## src/rtl/uart16550_seq_if.sv

```systemverilog
// Register-port bundle between the uart16550_seq sequencer (master) and the
// uart_regs 16550 core (slave).
interface uart16550_seq_if;
  logic [2:0] reg_addr;
  logic [7:0] reg_wdata;
  logic [7:0] reg_rdata;
  logic       reg_we;
  logic       reg_re;

  modport master (
    output reg_addr,
    output reg_wdata,
    output reg_we,
    output reg_re,
    input  reg_rdata
  );

  modport slave (
    input  reg_addr,
    input  reg_wdata,
    input  reg_we,
    input  reg_re,
    output reg_rdata
  );
endinterface

```

## src/rtl/uart16550_seq.sv

```systemverilog
// Autonomous register-port sequencer for the uart_regs 16550 core: init, then TX/RX
// byte streaming with LSR polling. Optional statistics counters: UART16550_SEQ_STATS_EN.
module uart16550_seq #(
  parameter logic [15:0] DIVISOR       = 16'd27,
  parameter logic [7:0]  LCR_VAL       = 8'h03,
  parameter logic [7:0]  FCR_VAL       = 8'h07,
  parameter int          TX_FIFO_DEPTH = 16
) (
  input  logic            HCLK,
  input  logic            HRESETn,
  uart16550_seq_if.master regs,
  input  logic [7:0]      tx_data,
  input  logic            tx_valid,
  output logic            tx_ready,
  output logic [7:0]      rx_data,
  output logic            rx_valid,
  input  logic            rx_ready,
  input  logic            cfg_restart,
  output logic            init_done,
  output logic [3:0]      lsr_err
`ifdef UART16550_SEQ_STATS_EN
  ,
  output logic [15:0]     tx_count,
  output logic [15:0]     rx_count,
  output logic [7:0]      ovr_count
`endif
);

  localparam logic [3:0] S_I0   = 4'd0;
  localparam logic [3:0] S_I1   = 4'd1;
  localparam logic [3:0] S_I2   = 4'd2;
  localparam logic [3:0] S_I3   = 4'd3;
  localparam logic [3:0] S_I4   = 4'd4;
  localparam logic [3:0] S_I5   = 4'd5;
  localparam logic [3:0] S_IDLE = 4'd6;
  localparam logic [3:0] S_TXWR = 4'd7;
  localparam logic [3:0] S_POLL = 4'd8;
  localparam logic [3:0] S_PCAP = 4'd9;
  localparam logic [3:0] S_RXRD = 4'd10;
  localparam logic [3:0] S_RCAP = 4'd11;

  localparam logic [4:0] CREDIT_FULL = 5'(TX_FIFO_DEPTH);

  logic [3:0] state_r;
  logic [3:0] next_state_s;
  logic       armed_r;
  logic [4:0] credit_r;
  logic       prefer_rx_r;
  logic       restart_pend_r;
  logic       we_s;
  logic       re_s;
  logic [2:0] addr_s;
  logic [7:0] wdata_s;
  logic       tx_ready_s;

  // Next-state selection; state_r names the action visible on the port this cycle.
  always_comb begin
    next_state_s = state_r;
    if (!armed_r) begin
      next_state_s = S_I0;
    end else begin
      case (state_r)
        S_I0:   next_state_s = S_I1;
        S_I1:   next_state_s = S_I2;
        S_I2:   next_state_s = S_I3;
        S_I3:   next_state_s = S_I4;
        S_I4:   next_state_s = S_I5;
        S_I5:   next_state_s = S_IDLE;
        S_IDLE: begin
          if (restart_pend_r) begin
            next_state_s = S_I0;
          end else if (tx_valid && (credit_r != 5'd0) && !prefer_rx_r) begin
            next_state_s = S_TXWR;
          end else begin
            next_state_s = S_POLL;
          end
        end
        S_TXWR: next_state_s = S_IDLE;
        S_POLL: next_state_s = S_PCAP;
        S_PCAP: begin
          if (regs.reg_rdata[0] && !rx_valid) begin
            next_state_s = S_RXRD;
          end else begin
            next_state_s = S_IDLE;
          end
        end
        S_RXRD: next_state_s = S_RCAP;
        S_RCAP: next_state_s = S_IDLE;
        default: next_state_s = S_I0;
      endcase
    end
  end

  // Port action of the state being entered, registered at the same edge.
  always_comb begin
    we_s       = 1'b0;
    re_s       = 1'b0;
    addr_s     = 3'd0;
    wdata_s    = 8'h00;
    tx_ready_s = 1'b0;
    case (next_state_s)
      S_I0:   begin we_s = 1'b1; addr_s = 3'd3; wdata_s = 8'h80;            end
      S_I1:   begin we_s = 1'b1; addr_s = 3'd0; wdata_s = DIVISOR[7:0];     end
      S_I2:   begin we_s = 1'b1; addr_s = 3'd1; wdata_s = DIVISOR[15:8];    end
      S_I3:   begin we_s = 1'b1; addr_s = 3'd3; wdata_s = LCR_VAL;          end
      S_I4:   begin we_s = 1'b1; addr_s = 3'd2; wdata_s = FCR_VAL;          end
      S_I5:   begin we_s = 1'b1; addr_s = 3'd1; wdata_s = 8'h00;            end
      S_TXWR: begin we_s = 1'b1; addr_s = 3'd0; wdata_s = tx_data; tx_ready_s = 1'b1; end
      S_POLL: begin re_s = 1'b1; addr_s = 3'd5;                             end
      S_RXRD: begin re_s = 1'b1; addr_s = 3'd0;                             end
      default: begin we_s = 1'b0; re_s = 1'b0;                              end
    endcase
  end

  // Register-port and tx handshake outputs.
  always_ff @(posedge HCLK or negedge HRESETn) begin
    if (!HRESETn) begin
      regs.reg_we    <= 1'b0;
      regs.reg_re    <= 1'b0;
      regs.reg_addr  <= 3'd0;
      regs.reg_wdata <= 8'h00;
      tx_ready       <= 1'b0;
    end else begin
      regs.reg_we    <= we_s;
      regs.reg_re    <= re_s;
      regs.reg_addr  <= addr_s;
      regs.reg_wdata <= wdata_s;
      tx_ready       <= tx_ready_s;
    end
  end

  // Sequencer state, THR credit, arbitration and status flags.
  always_ff @(posedge HCLK or negedge HRESETn) begin
    if (!HRESETn) begin
      state_r        <= S_I0;
      armed_r        <= 1'b0;
      credit_r       <= 5'd0;
      prefer_rx_r    <= 1'b0;
      restart_pend_r <= 1'b0;
      init_done      <= 1'b0;
      lsr_err        <= 4'd0;
    end else begin
      state_r <= next_state_s;
      armed_r <= 1'b1;

      if (cfg_restart) begin
        restart_pend_r <= 1'b1;
      end else if (armed_r && (state_r == S_IDLE) && restart_pend_r) begin
        restart_pend_r <= 1'b0;
      end else begin
        restart_pend_r <= restart_pend_r;
      end

      if (armed_r && (state_r == S_I5)) begin
        init_done <= 1'b1;
      end else if (armed_r && (state_r == S_IDLE) && (next_state_s == S_I0)) begin
        init_done <= 1'b0;
      end else begin
        init_done <= init_done;
      end

      // A THRE=1 poll reloads the full FIFO allowance, discarding any leftover.
      if (state_r == S_I0) begin
        credit_r <= 5'd0;
      end else if ((state_r == S_PCAP) && regs.reg_rdata[5]) begin
        credit_r <= CREDIT_FULL;
      end else if ((next_state_s == S_TXWR) && (credit_r != 5'd0)) begin
        credit_r <= credit_r - 5'd1;
      end else begin
        credit_r <= credit_r;
      end

      if (next_state_s == S_TXWR) begin
        prefer_rx_r <= 1'b1;
      end else if (state_r == S_PCAP) begin
        prefer_rx_r <= 1'b0;
      end else begin
        prefer_rx_r <= prefer_rx_r;
      end

      if (state_r == S_I0) begin
        lsr_err <= 4'd0;
      end else if (state_r == S_PCAP) begin
        lsr_err <= lsr_err | regs.reg_rdata[4:1];
      end else begin
        lsr_err <= lsr_err;
      end
    end
  end

  // Single-entry receive buffer; survives a restart.
  always_ff @(posedge HCLK or negedge HRESETn) begin
    if (!HRESETn) begin
      rx_data  <= 8'h00;
      rx_valid <= 1'b0;
    end else if (state_r == S_RCAP) begin
      rx_data  <= regs.reg_rdata;
      rx_valid <= 1'b1;
    end else if (rx_valid && rx_ready) begin
      rx_data  <= rx_data;
      rx_valid <= 1'b0;
    end else begin
      rx_data  <= rx_data;
      rx_valid <= rx_valid;
    end
  end

`ifdef UART16550_SEQ_STATS_EN
  // Traffic statistics; overrun count saturates, byte counts wrap.
  always_ff @(posedge HCLK or negedge HRESETn) begin
    if (!HRESETn) begin
      tx_count  <= 16'd0;
      rx_count  <= 16'd0;
      ovr_count <= 8'd0;
    end else if (state_r == S_I0) begin
      tx_count  <= 16'd0;
      rx_count  <= 16'd0;
      ovr_count <= 8'd0;
    end else begin
      tx_count  <= (next_state_s == S_TXWR) ? tx_count + 16'd1 : tx_count;
      rx_count  <= (state_r == S_RCAP) ? rx_count + 16'd1 : rx_count;
      ovr_count <= ((state_r == S_PCAP) && regs.reg_rdata[1] && (ovr_count != 8'hFF))
                   ? ovr_count + 8'd1 : ovr_count;
    end
  end
`endif

endmodule

```

## src/flat_wrapper.sv

```systemverilog
// flat-port wrapper written by rule: the top's interface ports become plain ports
module uart16550_seq_flat 
#(
  parameter logic [15:0] DIVISOR       = 16'd27,
  parameter logic [7:0]  LCR_VAL       = 8'h03,
  parameter logic [7:0]  FCR_VAL       = 8'h07,
  parameter int          TX_FIFO_DEPTH = 16
)
  (HCLK, HRESETn, tx_data, tx_valid, tx_ready, rx_data, rx_valid, rx_ready, cfg_restart, init_done, lsr_err, regs_reg_addr, regs_reg_wdata, regs_reg_we, regs_reg_re, regs_reg_rdata);
  uart16550_seq_if regs_i ();
  input  logic HCLK;
  input  logic HRESETn;
  input  logic [7:0] tx_data;
  input  logic tx_valid;
  output logic tx_ready;
  output logic [7:0] rx_data;
  output logic rx_valid;
  input  logic rx_ready;
  input  logic cfg_restart;
  output logic init_done;
  output logic [3:0] lsr_err;
  output wire logic [$bits(regs_i.reg_addr)-1:0] regs_reg_addr;
  output wire logic [$bits(regs_i.reg_wdata)-1:0] regs_reg_wdata;
  output wire logic [$bits(regs_i.reg_we)-1:0] regs_reg_we;
  output wire logic [$bits(regs_i.reg_re)-1:0] regs_reg_re;
  input wire logic [$bits(regs_i.reg_rdata)-1:0] regs_reg_rdata;
  assign regs_reg_addr = regs_i.reg_addr;
  assign regs_reg_wdata = regs_i.reg_wdata;
  assign regs_reg_we = regs_i.reg_we;
  assign regs_reg_re = regs_i.reg_re;
  assign regs_i.reg_rdata = regs_reg_rdata;
  uart16550_seq #(.DIVISOR(DIVISOR), .LCR_VAL(LCR_VAL), .FCR_VAL(FCR_VAL), .TX_FIFO_DEPTH(TX_FIFO_DEPTH)) u_core (.HCLK(HCLK), .HRESETn(HRESETn), .regs(regs_i), .tx_data(tx_data), .tx_valid(tx_valid), .tx_ready(tx_ready), .rx_data(rx_data), .rx_valid(rx_valid), .rx_ready(rx_ready), .cfg_restart(cfg_restart), .init_done(init_done), .lsr_err(lsr_err));
endmodule
```

## config.mk

```make
export PLATFORM = sky130hd
export DESIGN_NAME = uart16550_seq_flat
export DESIGN_NICKNAME = d
export VERILOG_FILES = /design/src/rtl/uart16550_seq_if.sv /design/src/rtl/uart16550_seq.sv /design/src/flat_wrapper.sv
export SDC_FILE = /design/constraint.sdc
export NUM_CORES = 1
export LEC_CHECK = 0
export ABC_AREA = 1
export BUFFER_PORTS_ARGS = -buffer_cell sky130_fd_sc_hd__buf_4
export CORE_MARGIN = 2
export CORE_UTILIZATION = 46
export DETAILED_ROUTE_END_ITERATION = 10
export GPL_TIMING_DRIVEN = 0
export PLACE_DENSITY = 0.8
export REMOVE_ABC_BUFFERS = 1
export SYNTH_ARGS = -nofsm -noshare
export SYNTH_HDL_FRONTEND = slang
export SYNTH_SLANG_ARGS = --single-unit
```

## constraint.sdc

```tcl
create_clock -name HCLK -period 1.6 [get_ports HCLK]
set_input_delay 0 -clock HCLK [delete_from_list [all_inputs] [get_ports HCLK]]
set_output_delay 0 -clock HCLK [all_outputs]
set_load 0.01 [all_outputs]
```

==> out/metrics.yaml, run 1 <==
power.density_nw_per_um2: 930
core_um2: 3720
utilization: 0.742
ant_nets: 0
worstPathArrival_ns: 1.93
yosysSeqAreaShare: 0.557
grt_pass1_vias: 1507
finalNonFillerCells: 326
grtUsageTotal: 0.211
reg2regPathDepth: 12
grt_overflow_total: 0
post-place-cells: 284
rows: 22
die_height_um: 66.5
grt_pass1_wl_um: 6890
clock-sinks: 40
avgSynthCellArea_um2: 9.51
leakage_nw: 1.40
maxCapViolations: 0
async_reset_ff_frac: 1.00
tightest_slew_ns: 0.564
rsz0062_at_grt: "yes"
synthToLayoutAreaGrowth_pct: 53.4
placed_cell_area_um2: 2210
grt_max_degree: 41
drtPass1Iterations: 4
root_buffer: "clkbuf_8"
wl_um: 4800
post-route-min-period_ns: 1.70
synth_top_area_frac: 0.557
clk_pin_slew_ns: 0.07
hold_viol: 0
slowest_delay_ns: 0.40
hpwl_um: 2480
fin_crit_sh: 1.06
fp.dieArea_um2: 4420
io_pins: 49
syn_area_um2: 1800
drv_slew: 0
initial_core_util: 0.484
drive_gt1_frac: 0.460
vias: 1600
hold_slack_ns: 0.213
final_common_cell: "buf_4"
max_freq_mhz: 590
violations: "setup timing"
drtIter0Drc: 129
clk_path_buf_depth: 2
synthCells: 189
synth_cell_types: 26
postLayoutCellArea_um2: 2760
critPathSlowestCell: "dfrtp_1"
setup_viol_count_final: 13
power_mw: 2.57
num_antenna_cells: 0
critical_path_class: "reg2reg"
cts_buffers: 5
fin_nets: 301
timing.slew.headroom: 0.624
path_max_fanout: 4
peakVddDrop_v: 0.000596
start_kind: "flip-flop"
clock_latency_ns: 0.29
cts_tree: "built"
yosys.area.top_type: "dfrtp_1"
end_kind: "flip-flop"
layout_setup_ws_ns: -0.0952
routed_via_density: 4.91
hold_path.class: "in2async"
layout_common_cells: "buf_4 (63), nand2_1 (40), dfrtp_1 (37)"
route.detailed.drc: 0
finClkSkew_ns: 0.00795
outcome: "complete, but fails checks"
ys_top_cells_by_area: "dfrtp_1 (56%), nand2_1 (9.8%), nand3_1 (5.0%), mux2_2 (5.0%), inv_1 (4.4%)"
fillerInstances: 262
die_x_um: 66.5
port_buffers: 48
synth-edff-count: 0
cts-htree-levels: 2
yosys_warnings: 0
gp_congestion: 0.790
wl_per_cell_um: 14.7
required_ns: 1.83
dominantRegCellSynth: "dfrtp_1"
path_cells: "inv_2 > ha_4 > inv_2 > nor2_4 > a21oi_2 > nand2_2 > nand3_4 > nand2_4 > inv_4 > nor2_4 > nand2_2 > nand2_1"
synth_seq_cells: 40
antenna_found_initial: 0
==> cells in the mapped netlist, types with 4 or more instances <==
| master | count |
|---|---|
| a21oi_1 | 7 |
| nor2_1 | 9 |
| nand2_1 | 47 |
| o21ai_0 | 5 |
| mux2_2 | 8 |
| nor2_2 | 4 |
| inv_1 | 21 |
| nand3_1 | 18 |
| dfrtp_1 | 40 |
| inv_2 | 4 |
| nand2_2 | 6 |
==> kinds of logic after synthesis <==
kind of cell	synth area share
fa+ha+maj	0.0139
buf+inv	0.0598
simple gates	0.259
flops	0.557
mux	0.0501
xor+xnor	0.00974
compound gates	0.0487
other cells	0.00209
==> area by class of cell <==
type	instances	area, µm²	share of cell area
sequential	40	1000	0.364
multi-input combinational	123	846	0.307
timing repair buffer	82	663	0.240
inverter	26	108	0.0390
clock buffer	6	72.6	0.0263
tap	48	60.1	0.0218
clock inverter	1	5.00	0.00181
==> registers in the layout, indices dropped and copies added, names as in the netlist <==
signal                 cells
u_core.lsr_err             4
u_core.regs.reg_wdata      8
u_core.state_r             4
u_core.prefer_rx_r         1
u_core.init_done           1
u_core.tx_ready            1
u_core.credit_r            5
u_core.regs.reg_re         1
u_core.regs.reg_we         1
u_core.rx_data             8
u_core.restart_pend_r      1
u_core.armed_r             1
u_core.rx_valid            1
u_core.regs.reg_addr       3
==> worst max-delay path: cells and delay by family (launching register included) <==
family,cells,cell delay (ns)
AND/OR/NAND/NOR,7,0.84
flip-flops,1,0.40
buffers and inverters,3,0.19
adder cells (fa/ha/maj),1,0.13
AO/OA/AOI/OAI,1,0.07
==> where the power goes <==
group	internal, mW	leakage [nW]	total [mW]	switching [mW]
sequential	1.11	0.499	1.20	0.0902
clock	0.296	0.0410	0.627	0.331
combinational	0.335	0.859	0.740	0.405
==> stage by stage <==
stage               setup TNS (ns)  setup slack [ns]
floorplan                        0             0.101
finish                      -0.743           -0.0952
global placement            -0.784           -0.0812
global route                 -2.04            -0.177
detailed placement           -1.03            -0.105
CTS                         -0.181           -0.0376
==> worst paths after layout <==
check | start | endpoint | slack [ns]
max | u_core.credit_r[0] | u_core.regs.reg_wdata[7] | -0.1
min | HRESETn | u_core.regs.reg_wdata[6] | 0.21
max reg2reg | u_core.credit_r[0] | u_core.regs.reg_wdata[7] | -0.1
min reg2reg | u_core.restart_pend_r | u_core.restart_pend_r | 0.50
max in group asynchronous | HRESETn | u_core.state_r[3] | 1.01
min in group HCLK | tx_valid | u_core.regs.reg_re | 0.32
==> layer usage <==
metal | vias up | part of all wire | track usage
met2 | 35 | 0.53 | 0.369
met4 | 0 | 0.027 | 0.0816
li1 | 779 | - | -
met5 | - | 0 | 0
met3 | 11 | 0.031 | 0.0507
met1 | 775 | 0.41 | 0.250
==> what timing repair did <==
item	CTS	global route
buffers inserted	10	5
hold buffers	19	0
resized for setup	27	14
hold endpoints to repair	62	0
endpoints found under the setup margin	14	19
gates cloned	1	0
pin swaps	17	11
(Power assumes the default switching activity.)
==> run 2, diff against run 1 <==
Settings changed: HOLD_SLACK_MARGIN set to 0.05, PLACE_DENSITY 0.8 to 0.77, SKIP_CTS_REPAIR_TIMING set to 1.
==> run 2 against run 1 <==
Effect of this change: the run still ends with setup timing left; global-route usage is 3.6 points lower; utilization is 0.20 points higher; clock power hardly changed; sequential power hardly changed; count of clock-buffer cells in the layout stayed put; wire length is 8.0% lower; clock skew is 0.0017 ns lower; via count is 0.94% higher; die area stayed put; maximum frequency is 3.6% lower; cell count is 0.61% higher; critical endpoint is now u_core.regs.reg_addr[0].
==> out/metrics.yaml, run 2 (same netlist as run 1, synthesis figures left out) <==
outcome: "complete, but fails checks"
violations: "setup timing"
rrSetupSlack_ns: -0.16
slowest_delay_ns: 0.39
port_buffers: 48
rr_startpoint: "u_core.credit_r[0]"
layout.area.seq_um2: 1000
root_buffer: "clkbuf_8"
grt_pass1_vias: 1375
grtUsageTotal: 0.175
grt_pass1_wl_um: 5810
pwr-share-clk: 0.248
combPwrFrac: 0.284
clock-sinks: 40
initial_core_util: 0.484
startpoint: "u_core.credit_r[0]"
intPower_mw: 1.74
multi_input_area_um2: 833
setup.worst_path.end: "u_core.regs.reg_addr[0]"
post-route-min-period_ns: 1.76
hpwl_um: 2580
reg2regPathDepth: 12
cts_tree: "built"
rows: 22
power.net_switching_uw: 798
drtIter0Drc: 98
start_kind: "flip-flop"
maxCapViolations: 0
placed_cell_area_um2: 2210
grt_overflow_total: 0
tightest_slew_ns: 0.508
wl_per_cell_um: 13.5
cts-htree-levels: 2
fp.dieArea_um2: 4420
hold_viol: 0
layout_setup_ws_ns: -0.158
die_height_um: 66.5
route.detailed.drc: 0
max_freq_mhz: 569
drive_gt1_frac: 0.446
layout_common_cells: "buf_4 (63), nand2_1 (40), dfrtp_1 (39)"
critPathSlowestCell: "dfrtp_1"
clock_latency_ns: 0.29
fillerInstances: 256
finClkSkew_ns: 0.00626
num_antenna_cells: 0
cts_buffers: 5
gp_congestion: 0.789
p_seq_frac: 0.468
io_pins: 49
drtPass1Iterations: 4
worstReg2RegEnd: "u_core.regs.reg_addr[0]"
power.density_nw_per_um2: 917
setup_viol_count_final: 19
wl_um: 4410
synthToLayoutAreaGrowth_pct: 53.9
core_um2: 3720
die_x_um: 66.5
pre_cts_ws_ns: -0.135
top_regs: "u_core.regs.reg_wdata (8), u_core.rx_data (8), u_core.credit_r (5)"
clk_path_buf_depth: 2
final_common_cell: "buf_4"
swShare: 0.315
ant_nets: 0
rsz0062_at_grt: "yes"
required_ns: 1.77
routed_via_density: 4.92
clk_pin_slew_ns: 0.07
worstPathArrival_ns: 1.93
fin_crit_sh: 1.10
peakVddDrop_v: 0.000507
postLayoutCellArea_um2: 2770
antenna_found_initial: 0
end_kind: "flip-flop"
leakage_nw: 1.40
grt_max_degree: 41
hold_path.class: "in2async"
path_cells: "inv_2 > ha_4 > inv_2 > nor2_4 > a21oi_2 > nand2_2 > nand3_4 > nand2_4 > nor2_4 > inv_1 > nand2_1 > nand3_1"
drv_slew: 0
fin_nets: 303
vias: 1615
critical_path_class: "reg2reg"
path_max_fanout: 4
timing.slew.headroom: 0.661
-- run 2: stage by stage --
step	util	total power [mW]	cells	hold WS [ns]	TNS, ns
global route	0.744	2.67	328	0.288	-4.33
floorplan	-	1.50	188	-0.296	0
CTS	0.616	2.34	291	-0.311	-1.70
detailed placement	0.596	1.73	284	0.00270	-1.40
global placement	0.596	1.71	284	0.00155	-0.833
finish	0.744	2.54	328	0.236	-1.81
-- run 2: per-layer routing --
layer | track usage | wire (µm)
met5 | 0 | 0
met1 | 0.203 | 1770
met2 | 0.308 | 2430
met3 | 0.0439 | 161
met4 | 0.0689 | 56
-- run 2: worst max-delay path: cells and delay by family, from the launching register on --
kind,cells,cell delay [ns]
adders and majority gates,1,0.15
and+or+nand+nor,7,0.73
buffers and inverters,3,0.19
DFF,1,0.39
AOI/OAI and AO/OA,1,0.17
-- run 2: power by group through the flow --
stage,Clock [mW],Sequential (mW),Combinational (mW)
floorplan,0,1.22,0.286
global placement,0,1.19,0.516
detailed placement,0,1.20,0.530
CTS,0.631,1.18,0.534
global route,0.678,1.20,0.793
finish,0.628,1.19,0.720
-- run 2: worst min path at each step --
stage,endpoint,cells past startpoint
2_1_floorplan,u_core.armed_r,0
3_3_place_gp,u_core.regs.reg_wdata[5],1
3_5_place_dp,u_core.regs.reg_wdata[5],1
4_1_cts,u_core.regs.reg_wdata[5],1
5_1_grt,u_core.credit_r[4],2
6_report,u_core.regs.reg_wdata[5],2
-- run 2: final cells by class --
cell class,count,area share
clock inverters,1,0.00181
repair buffers,84,0.248
flip-flops and latches,40,0.362
inverters,26,0.0389
well taps,48,0.0217
multi-input cells,123,0.301
clock buffers,6,0.0262
==> run 3, diff against run 2 <==
Settings changed: MAX_ROUTING_LAYER set to met4.
==> run 3 against run 2 <==
Effect of this change: critical path type unchanged; register-to-register slack barely moved; hold slack got worse by 0.0092 ns; the run still ends with setup timing left; non-clock buffer count did not move; critical path depth did not move; largest cell class unchanged; die area did not move; setup slack got worse by 0.0054 ns; count of clock-buffer cells in the layout did not move; highest routed layer unchanged; utilization did not move; wire length fell by 0.57%.
==> out/metrics.yaml, run 3 (same netlist as run 1, synthesis figures left out) <==
outcome: "complete, but fails checks"
violations: "setup timing"
clock_latency_ns: 0.29
grtUsageTotal: 0.180
required_ns: 1.76
rows: 22
leakage_nw: 1.40
fin_nets: 303
fin_crit_sh: 1.10
layout_setup_ws_ns: -0.164
hold_viol: 0
fp.dieArea_um2: 4420
tightest_slew_ns: 0.508
use_met1: 0.203
clk_path_buf_depth: 2
grt_pass1_wl_um: 5810
finalSetupTns_ns: -1.84
maxCapViolations: 0
max_freq_mhz: 567
cts-htree-levels: 2
power.density_nw_per_um2: 915
pwr-share-clk: 0.246
intPower_mw: 1.74
io_pins: 49
routed_via_density: 4.90
pre_cts_ws_ns: -0.135
postLayoutCellArea_um2: 2770
use_met3: 0.0439
die_x_um: 66.5
drv_slew: 0
antenna_found_initial: 0
route.detailed.drc: 0
path_cells: "inv_2 > ha_4 > inv_2 > nor2_4 > a21oi_2 > nand2_2 > nand3_4 > nand2_4 > nor2_4 > inv_1 > nand2_1 > nand3_1"
peakVddDrop_v: 0.000509
start_kind: "flip-flop"
path_max_fanout: 4
swShare: 0.313
setup_viol_count_final: 19
grt_pass1_vias: 1375
placed_cell_area_um2: 2210
combPwrFrac: 0.284
synthToLayoutAreaGrowth_pct: 53.9
port_buffers: 48
clk_pin_slew_ns: 0.07
critPathSlowestCell: "dfrtp_1"
clock-sinks: 40
wl_per_cell_um: 13.4
layout_common_cells: "buf_4 (63), nand2_1 (40), dfrtp_1 (39)"
cts_tree: "built"
cts_buffers: 5
end_kind: "flip-flop"
root_buffer: "clkbuf_8"
wl_um: 4390
p_seq_frac: 0.469
grt_overflow_total: 0
slowest_delay_ns: 0.39
vias: 1606
core_um2: 3720
hold_path.class: "in2async"
initial_core_util: 0.484
final_common_cell: "buf_4"
gp_congestion: 0.800
post-route-min-period_ns: 1.76
ant_nets: 0
hpwl_um: 2580
drtPass1Iterations: 6
drive_gt1_frac: 0.446
drtIter0Drc: 82
worstPathArrival_ns: 1.93
top_regs: "u_core.regs.reg_wdata (8), u_core.rx_data (8), u_core.credit_r (5)"
path_buf_inv: 3
crit_family: "simple AND/OR/NAND/NOR gates"
die_height_um: 66.5
finClkSkew_ns: 0.00638
busiest_layer: "met2"
critical_path_class: "reg2reg"
num_antenna_cells: 0
gr-usage-met2: 0.308
rsz0062_at_grt: "yes"
timing.slew.headroom: 0.661
power.net_switching_uw: 793
grt_max_degree: 41
-- run 3: final timing paths --
check	start	slack [ns]	to	cells after the start
setup / recovery	u_core.credit_r[0]	-0.16	u_core.regs.reg_addr[0]	12
hold / removal	HRESETn	0.23	u_core.regs.reg_wdata[5]	2
setup reg to reg	u_core.credit_r[0]	-0.16	u_core.regs.reg_addr[0]	12
hold reg to reg	u_core.restart_pend_r	0.48	u_core.restart_pend_r	1
max in group asynchronous	HRESETn	0.99	u_core.state_r[3]	2
min in group HCLK	tx_valid	0.38	u_core.regs.reg_re	6
-- run 3: stage by stage --
stage                     power [mW]  hold WS, ns   util  cells
after floorplan                 1.50       -0.296      -    188
after global placement          1.71      0.00155  0.596    284
after detailed placement        1.73      0.00270  0.596    284
after CTS                       2.34       -0.311  0.616    291
after global routing            2.67        0.288  0.744    328
final                           2.53        0.227  0.744    328
-- run 3: per-layer routing --
metal,share of wire,vias to the layer above,routed length [µm]
met3,0.035,7,154
met1,0.40,776,1760
li1,-,783,-
met5,0,-,0
met4,0.015,0,66
met2,0.55,40,2410
-- run 3: layout make-up --
cell class | instances | area (µm²)
tap | 48 | 60.1
timing repair buffer | 84 | 686
sequential | 40 | 1000
clock buffer | 6 | 72.6
fill | 256 | 950
inverter | 26 | 108
clock inverter | 1 | 5.00
multi-input combinational | 123 | 833
-- run 3: worst reg2reg max path, stage by stage (launching register included) --
cell and delay (ns):
dfrtp_1 0.39, inv_2 0.08, ha_4 0.15, inv_2 0.06
nor2_4 0.04, a21oi_2 0.17, nand2_2 0.14, nand3_4 0.16
nand2_4 0.10, nor2_4 0.13, inv_1 0.06, nand2_1 0.07
nand3_1 0.09
-- run 3: power groups by stage --
stage          Clock [mW]  Sequential [mW]  Combinational (mW)
3_3_place_gp            0             1.19               0.516
3_5_place_dp            0             1.20               0.530
4_1_cts             0.631             1.18               0.534
6_report            0.624             1.19               0.720
5_1_grt             0.679             1.20               0.793
2_1_floorplan           0             1.22               0.286
